File: src/rtl/mvm_out_writeback_if.sv
// Write-back bus from the MVM output stage to the destination buffer.
// The master drives valid/address/data, and the slave returns ready.
interface mvm_out_writeback_if #(
  parameter int AW    = 8,
  parameter int OUT_W = 16
);
  logic                    wr_valid;
  logic                    wr_ready;
  logic        [AW-1:0]    wr_addr;
  logic signed [OUT_W-1:0] wr_data;

  modport master (output wr_valid, output wr_addr, output wr_data, input wr_ready);
  modport slave  (input wr_valid, input wr_addr, input wr_data, output wr_ready);
endinterface

File: src/rtl/mvm_out_writeback.sv
// Captures one set of MVM dot-product sums and writes them out one per transfer,
// rescaled by an arithmetic shift, optionally ReLU'd, and saturated to OUT_W.
module mvm_out_writeback #(
  parameter int N     = 16,
  parameter int ACC_W = 32,
  parameter int OUT_W = 16,
  parameter int AW    = 8
) (
  input  logic                 clk,
  input  logic                 reset,
  input  logic                 i_mvm_done,
  input  logic [N*ACC_W-1:0]   i_acc_in,
  input  logic [4:0]           i_shift,
  input  logic                 i_relu_en,
  input  logic [AW-1:0]        i_base_addr,
  mvm_out_writeback_if.master  wr,
  output logic                 o_busy,
  output logic                 o_wb_done,
  output logic                 o_overrun
);
  localparam int IDX_W = (N > 1) ? $clog2(N) : 1;

  localparam logic [1:0] S_IDLE  = 2'd0;
  localparam logic [1:0] S_DRAIN = 2'd1;
  localparam logic [1:0] S_DONE  = 2'd2;

  localparam logic signed [ACC_W-1:0] SAT_MAX = {{(ACC_W-OUT_W+1){1'b0}}, {(OUT_W-1){1'b1}}};
  localparam logic signed [ACC_W-1:0] SAT_MIN = {{(ACC_W-OUT_W+1){1'b1}}, {(OUT_W-1){1'b0}}};

  logic [1:0]              r_state;
  logic [IDX_W-1:0]        r_idx;
  logic                    r_overrun;
  logic signed [ACC_W-1:0] r_acc [N];
  logic [4:0]              r_shift;
  logic                    r_relu;
  logic [AW-1:0]           r_base;

  logic w_drain;
  logic w_capture;
  logic w_xfer;
  logic w_last;

  // Clamp is applied to the full-width shifted value, so large sums saturate instead of wrapping.
  function automatic logic signed [OUT_W-1:0] f_rescale(
    input logic signed [ACC_W-1:0] x,
    input logic [4:0]              sh,
    input logic                    relu
  );
    logic signed [ACC_W-1:0] s;
    int amt;
    amt = int'(sh);
    if (amt > ACC_W - 1) amt = ACC_W - 1;
    s = x >>> amt;
    if (relu && s < 0) s = '0;
    if (s > SAT_MAX) s = SAT_MAX;
    if (s < SAT_MIN) s = SAT_MIN;
    return s[OUT_W-1:0];
  endfunction

  assign w_drain   = (r_state == S_DRAIN);
  assign w_capture = (r_state == S_IDLE) && i_mvm_done;
  assign w_xfer    = w_drain && wr.wr_ready;
  assign w_last    = (r_idx == IDX_W'(N - 1));

  always_ff @(posedge clk) begin
    if (reset) begin
      r_state   <= S_IDLE;
      r_idx     <= '0;
      r_overrun <= 1'b0;
    end else begin
      case (r_state)
        S_IDLE: begin
          if (i_mvm_done) begin
            r_state <= S_DRAIN;
            r_idx   <= '0;
          end
        end
        S_DRAIN: begin
          if (w_xfer) begin
            if (w_last) begin
              r_state <= S_DONE;
              r_idx   <= '0;
            end else begin
              r_idx <= r_idx + IDX_W'(1);
            end
          end
          if (i_mvm_done) r_overrun <= 1'b1;
        end
        S_DONE: begin
          r_state <= S_IDLE;
          if (i_mvm_done) r_overrun <= 1'b1;
        end
        default: r_state <= S_IDLE;
      endcase
    end
  end

  // Operand capture: only an accepted pulse in IDLE loads the snapshot.
  always_ff @(posedge clk) begin
    if (w_capture) begin
      for (int i = 0; i < N; i++) r_acc[i] <= $signed(i_acc_in[i*ACC_W +: ACC_W]);
      r_shift <= i_shift;
      r_relu  <= i_relu_en;
      r_base  <= i_base_addr;
    end
  end

  assign wr.wr_valid = w_drain;
  assign wr.wr_addr  = w_drain ? AW'(r_base + AW'(r_idx)) : '0;
  assign wr.wr_data  = w_drain ? f_rescale(r_acc[r_idx], r_shift, r_relu) : '0;
  assign o_busy      = (r_state != S_IDLE);
  assign o_wb_done   = (r_state == S_DONE);
  assign o_overrun   = r_overrun;
endmodule

File: src/flat_wrapper.sv
// flat-port wrapper written by rule: the top's interface ports become plain ports
module mvm_out_writeback_flat 
#(
  parameter int N     = 16,
  parameter int ACC_W = 32,
  parameter int OUT_W = 16,
  parameter int AW    = 8
)
  (clk, reset, i_mvm_done, i_acc_in, i_shift, i_relu_en, i_base_addr, o_busy, o_wb_done, o_overrun, wr_wr_valid, wr_wr_addr, wr_wr_data, wr_wr_ready);
  mvm_out_writeback_if #(.AW(AW), .OUT_W(OUT_W)) wr_i ();
  input  logic clk;
  input  logic reset;
  input  logic i_mvm_done;
  input  logic [N*ACC_W-1:0] i_acc_in;
  input  logic [4:0] i_shift;
  input  logic i_relu_en;
  input  logic [AW-1:0] i_base_addr;
  output logic o_busy;
  output logic o_wb_done;
  output logic o_overrun;
  output wire logic [$bits(wr_i.wr_valid)-1:0] wr_wr_valid;
  output wire logic [$bits(wr_i.wr_addr)-1:0] wr_wr_addr;
  output wire logic [$bits(wr_i.wr_data)-1:0] wr_wr_data;
  input wire logic [$bits(wr_i.wr_ready)-1:0] wr_wr_ready;
  assign wr_wr_valid = wr_i.wr_valid;
  assign wr_wr_addr = wr_i.wr_addr;
  assign wr_wr_data = wr_i.wr_data;
  assign wr_i.wr_ready = wr_wr_ready;
  mvm_out_writeback #(.N(N), .ACC_W(ACC_W), .OUT_W(OUT_W), .AW(AW)) u_core (.clk(clk), .reset(reset), .i_mvm_done(i_mvm_done), .i_acc_in(i_acc_in), .i_shift(i_shift), .i_relu_en(i_relu_en), .i_base_addr(i_base_addr), .wr(wr_i), .o_busy(o_busy), .o_wb_done(o_wb_done), .o_overrun(o_overrun));
endmodule
File: config.mk
export PLATFORM = sky130hd
export DESIGN_NAME = mvm_out_writeback_flat
export DESIGN_NICKNAME = d
export VERILOG_FILES = /design/src/rtl/mvm_out_writeback_if.sv /design/src/rtl/mvm_out_writeback.sv /design/src/flat_wrapper.sv
export SDC_FILE = /design/constraint.sdc
export NUM_CORES = 1
export LEC_CHECK = 0
export CAP_MARGIN = 25
export CELL_PAD_IN_SITES_DETAIL_PLACEMENT = 1
export CELL_PAD_IN_SITES_GLOBAL_PLACEMENT = 2
export CORE_MARGIN = 2
export CORE_UTILIZATION = 38
export DETAILED_ROUTE_END_ITERATION = 7
export PLACE_DENSITY = 0.92
export SYNTH_ARGS = -nofsm -noshare
export SYNTH_HDL_FRONTEND = slang
export SYNTH_SLANG_ARGS = --single-unit
File: constraint.sdc
create_clock -name clk -period 42.2 [get_ports clk]
set_input_delay 4.22 -clock clk [delete_from_list [all_inputs] [get_ports clk]]
set_output_delay 4.22 -clock clk [all_outputs]
set_load 0.01 [all_outputs]
==> impl_metrics.ini <==
[yosys]
synthArstFlopShare_pct = 0
yosysMostFrequentCell = edfxtp_1
synth_edf_count = 526
ys_ff_latch = 537
syn_area_mm2 = 0.02321
synth_top_area_cell = edfxtp_1
synth.avg_cell_area_um2 = 16.79
synthTopCellsByCount = edfxtp_1 (526), mux4_2 (103), mux2i_1 (77), nor2_1 (77), nand2_1 (72)
synth.net_count = 1922
ys_types = 76
syn_inst = 1382
synth_warnings = 0
synth_compound_area_share_pct = 7.812
yosys_most_used_dff = edfxtp_1
synth_xor_area_share_pct = 0.1887
synth_top_cell_area_share_pct = 68.06
synthMuxAreaShare_pct = 15.40
synth_simple_gate_area_share_pct = 5.186
ys_seq_area_share_pct = 69.01
synthTopCellsByArea = edfxtp_1 (68%), mux4_2 (10%), mux2i_1 (3.3%), mux2_2 (1.4%), a22oi_1 (1.4%)
synth-adder-area-share_pct = 0.5715
synth_top_family_by_area = multiplexers

[clock_network]
htree_levels = 2
clk_pin_slew_worst_paths_ps = 70
cts_setup_buffers = 0
cts_hold_buffers = 0
clkLatencyLatePin_ps = 620
cts_resized = 0
cts_root_buf = clkbuf_16
clockBufferDepth = 3
cts.sinks = 537
cts_tree = done
numCtsBuffers = 57

[timing]
finalCritPeriodShare_pct = 25.27
fmax_mhz = 93.79
layout_setup_ws_ps = 31540
fin_crit_ps = 10660
finalSetupViolCount = 0
hold_viol_final = 0
worst_pin_slew_ps = 1198
rsz0062_at_grt = false
setup_tns_ps = 0
slew_headroom_pct = 19.83
finClkSkew_ps = 22.68
slew_viol_final = 0

[pwr]
power_density_mw_per_mm2 = 53.77
leakage_nw = 10.52
ir_drop_mv = 0.03719

[floorplanning]
die_h_um = 251.1
io_pins = 558
die-area_mm2 = 0.06307
initial_core_util_pct = 38.45
chipWidth_um = 251.1
core_mm2 = 0.06036
rows = 90

[global_route]
grt_pass1_vias = 17153
overflow = 0
grt_max_degree = 89
antenna_found_initial = 11
grt_pass1_wl_mm = 118.9
track_usage_pct = 26.07

[worst_setup_path]
critical_path.max_fanout = 38
crit_arrival_ps = 6440
worstPathRequired_ps = 37980
worstSetupEndpointType = output port
critPathKind = reg -> out
start_kind = flop

[placement]
dp_hpwl_mm = 62.06
io_buffers = 557
dp_slack_ps = 32220
gp_congestion = 0.8804

[drt]
wl_per_cell_um = 29.68
avgViaCountPerCell = 5.576
route.detailed.drc = 0
drt-initial-drc-count = 1301
num_vias = 15541
antenna_left = 0
drt-total-wl_mm = 82.71
drtPass1Iterations = 5

[min_path]
hold_class = reg -> reg

[finish]
layout-drive-gt1-share_pct = 13.37
nets = 2489
syn2layout_area_growth_pct = 35.78

[flow_run]
cap_violations = 0

[outcome]
status = finished clean
[cell type report]
type | count | area, µm²
antenna | 8 | 20.02
clock buffer | 74 | 1510
clock inverter | 33 | 290.3
fill | 5719 | 28850
inverter | 18 | 67.56
multi-input combinational | 751 | 6779
sequential | 537 | 16030
tap | 782 | 978.4
timing repair buffer | 584 | 5836
[routing by layer]
layer / vias up / part of all wire, % / global-route usage (%)
met1: 7978 / 37 / 30.47
met3: 111 / 7.2 / 5.912
met4: 6 / 2.3 / 7.500
met5: - / 0.050 / 0
met2: 640 / 53 / 47.76
li1: 6806 / - / -
[critical path, cell delays in order, from the launching register on]
cell	delay, ps
dfxtp_4	780
buf_4	700
and2_0	310
buf_4	290
a22oi_1	190
and2_0	220
mux4_2	550
o2bb2ai_1	170
or4_1	590
nor4bb_1	360
nand4b_1	190
o41ai_4	340
buf_4	330
a31oi_1	140
clkdlybuf4s50_1	550
[layout by cell type, fill, tap and decap left out, types with 6 or more instances in the layout]
cell               n
diode_2            8
a21oi_1           40
clkdlybuf4s50_1  557
nand2b_1           8
a221oi_1          13
a22o_1             8
inv_1             14
edfxtp_1         526
nand3_1           18
dfxtp_1            7
nand2_1           72
and2_1             8
buf_4             23
mux4_2           103
nor4_1             8
clkinv_1          16
clkbuf_16         57
a211oi_1           9
o21ai_0           28
a31oi_1           11
mux2_1            14
clkinv_2           7
a22oi_1           43
o21a_1             6
clkbuf_1          15
mux2_2            29
nor2_1            77
a21oi_2           10
ha_1               9
nor3_1            25
mux2i_1           77
o22ai_1           31
[where the power goes]
part / internal [mW] / switching, mW / leakage, nW
sequential: 0.723 / 0.0391 / 5.12
combinational: 0.179 / 0.266 / 4.53
clock: 0.277 / 0.211 / 0.872
total: 1.18 / 0.516 / 10.5
[sequential cells by signal, indices dropped and copies added (netlist names), named ones only]
name / flops
u_core.r_state: 2
u_core.r_base: 8
u_core.r_idx: 4
u_core.o_overrun: 1
u_core.r_acc: 512
u_core.r_shift: 5
u_core.r_relu: 1
[cells by family (layout without fill, tap and decap cells)]
kind of cell    after synthesis  count (layout)
simple gates                257             257
buf+inv                      94             709
mux                         223             223
fa+ha+maj                    10              10
xor+xnor                      5               5
flops                       537             537
other cells                   0               8
compound gates              256             256
[through the flow]
| stage | power, mW | hold slack, ps | cells | cell area (µm²) | utilization [%] |
|---|---|---|---|---|---|
| after floorplan | 1.075 | 489.6 | 1382 | 23210 | - |
| after global placement | 1.191 | 471.1 | 2667 | 29600 | 49.03 |
| after detailed placement | 1.210 | 504.8 | 2668 | 29600 | 49.05 |
| after CTS | 1.701 | 520.2 | 2775 | 31400 | 52.03 |
| after global routing | 1.760 | 545.8 | 2786 | 31510 | 52.20 |
| final | 1.694 | 519.4 | 2787 | 31510 | 52.21 |
[final timing paths]
path	startpoint	to	cells past startpoint	slack [ps]
worst min register to register	u_core.o_overrun	u_core.o_overrun	2	520
worst max register to register	u_core.r_state[0]	u_core.r_acc[7][13]	6	37700
worst min-delay path	u_core.o_overrun	u_core.o_overrun	2	520
worst max-delay path	flop	wr_wr_data[0]	14	31540
No activity file was read; power rests on OpenSTA's default activity.
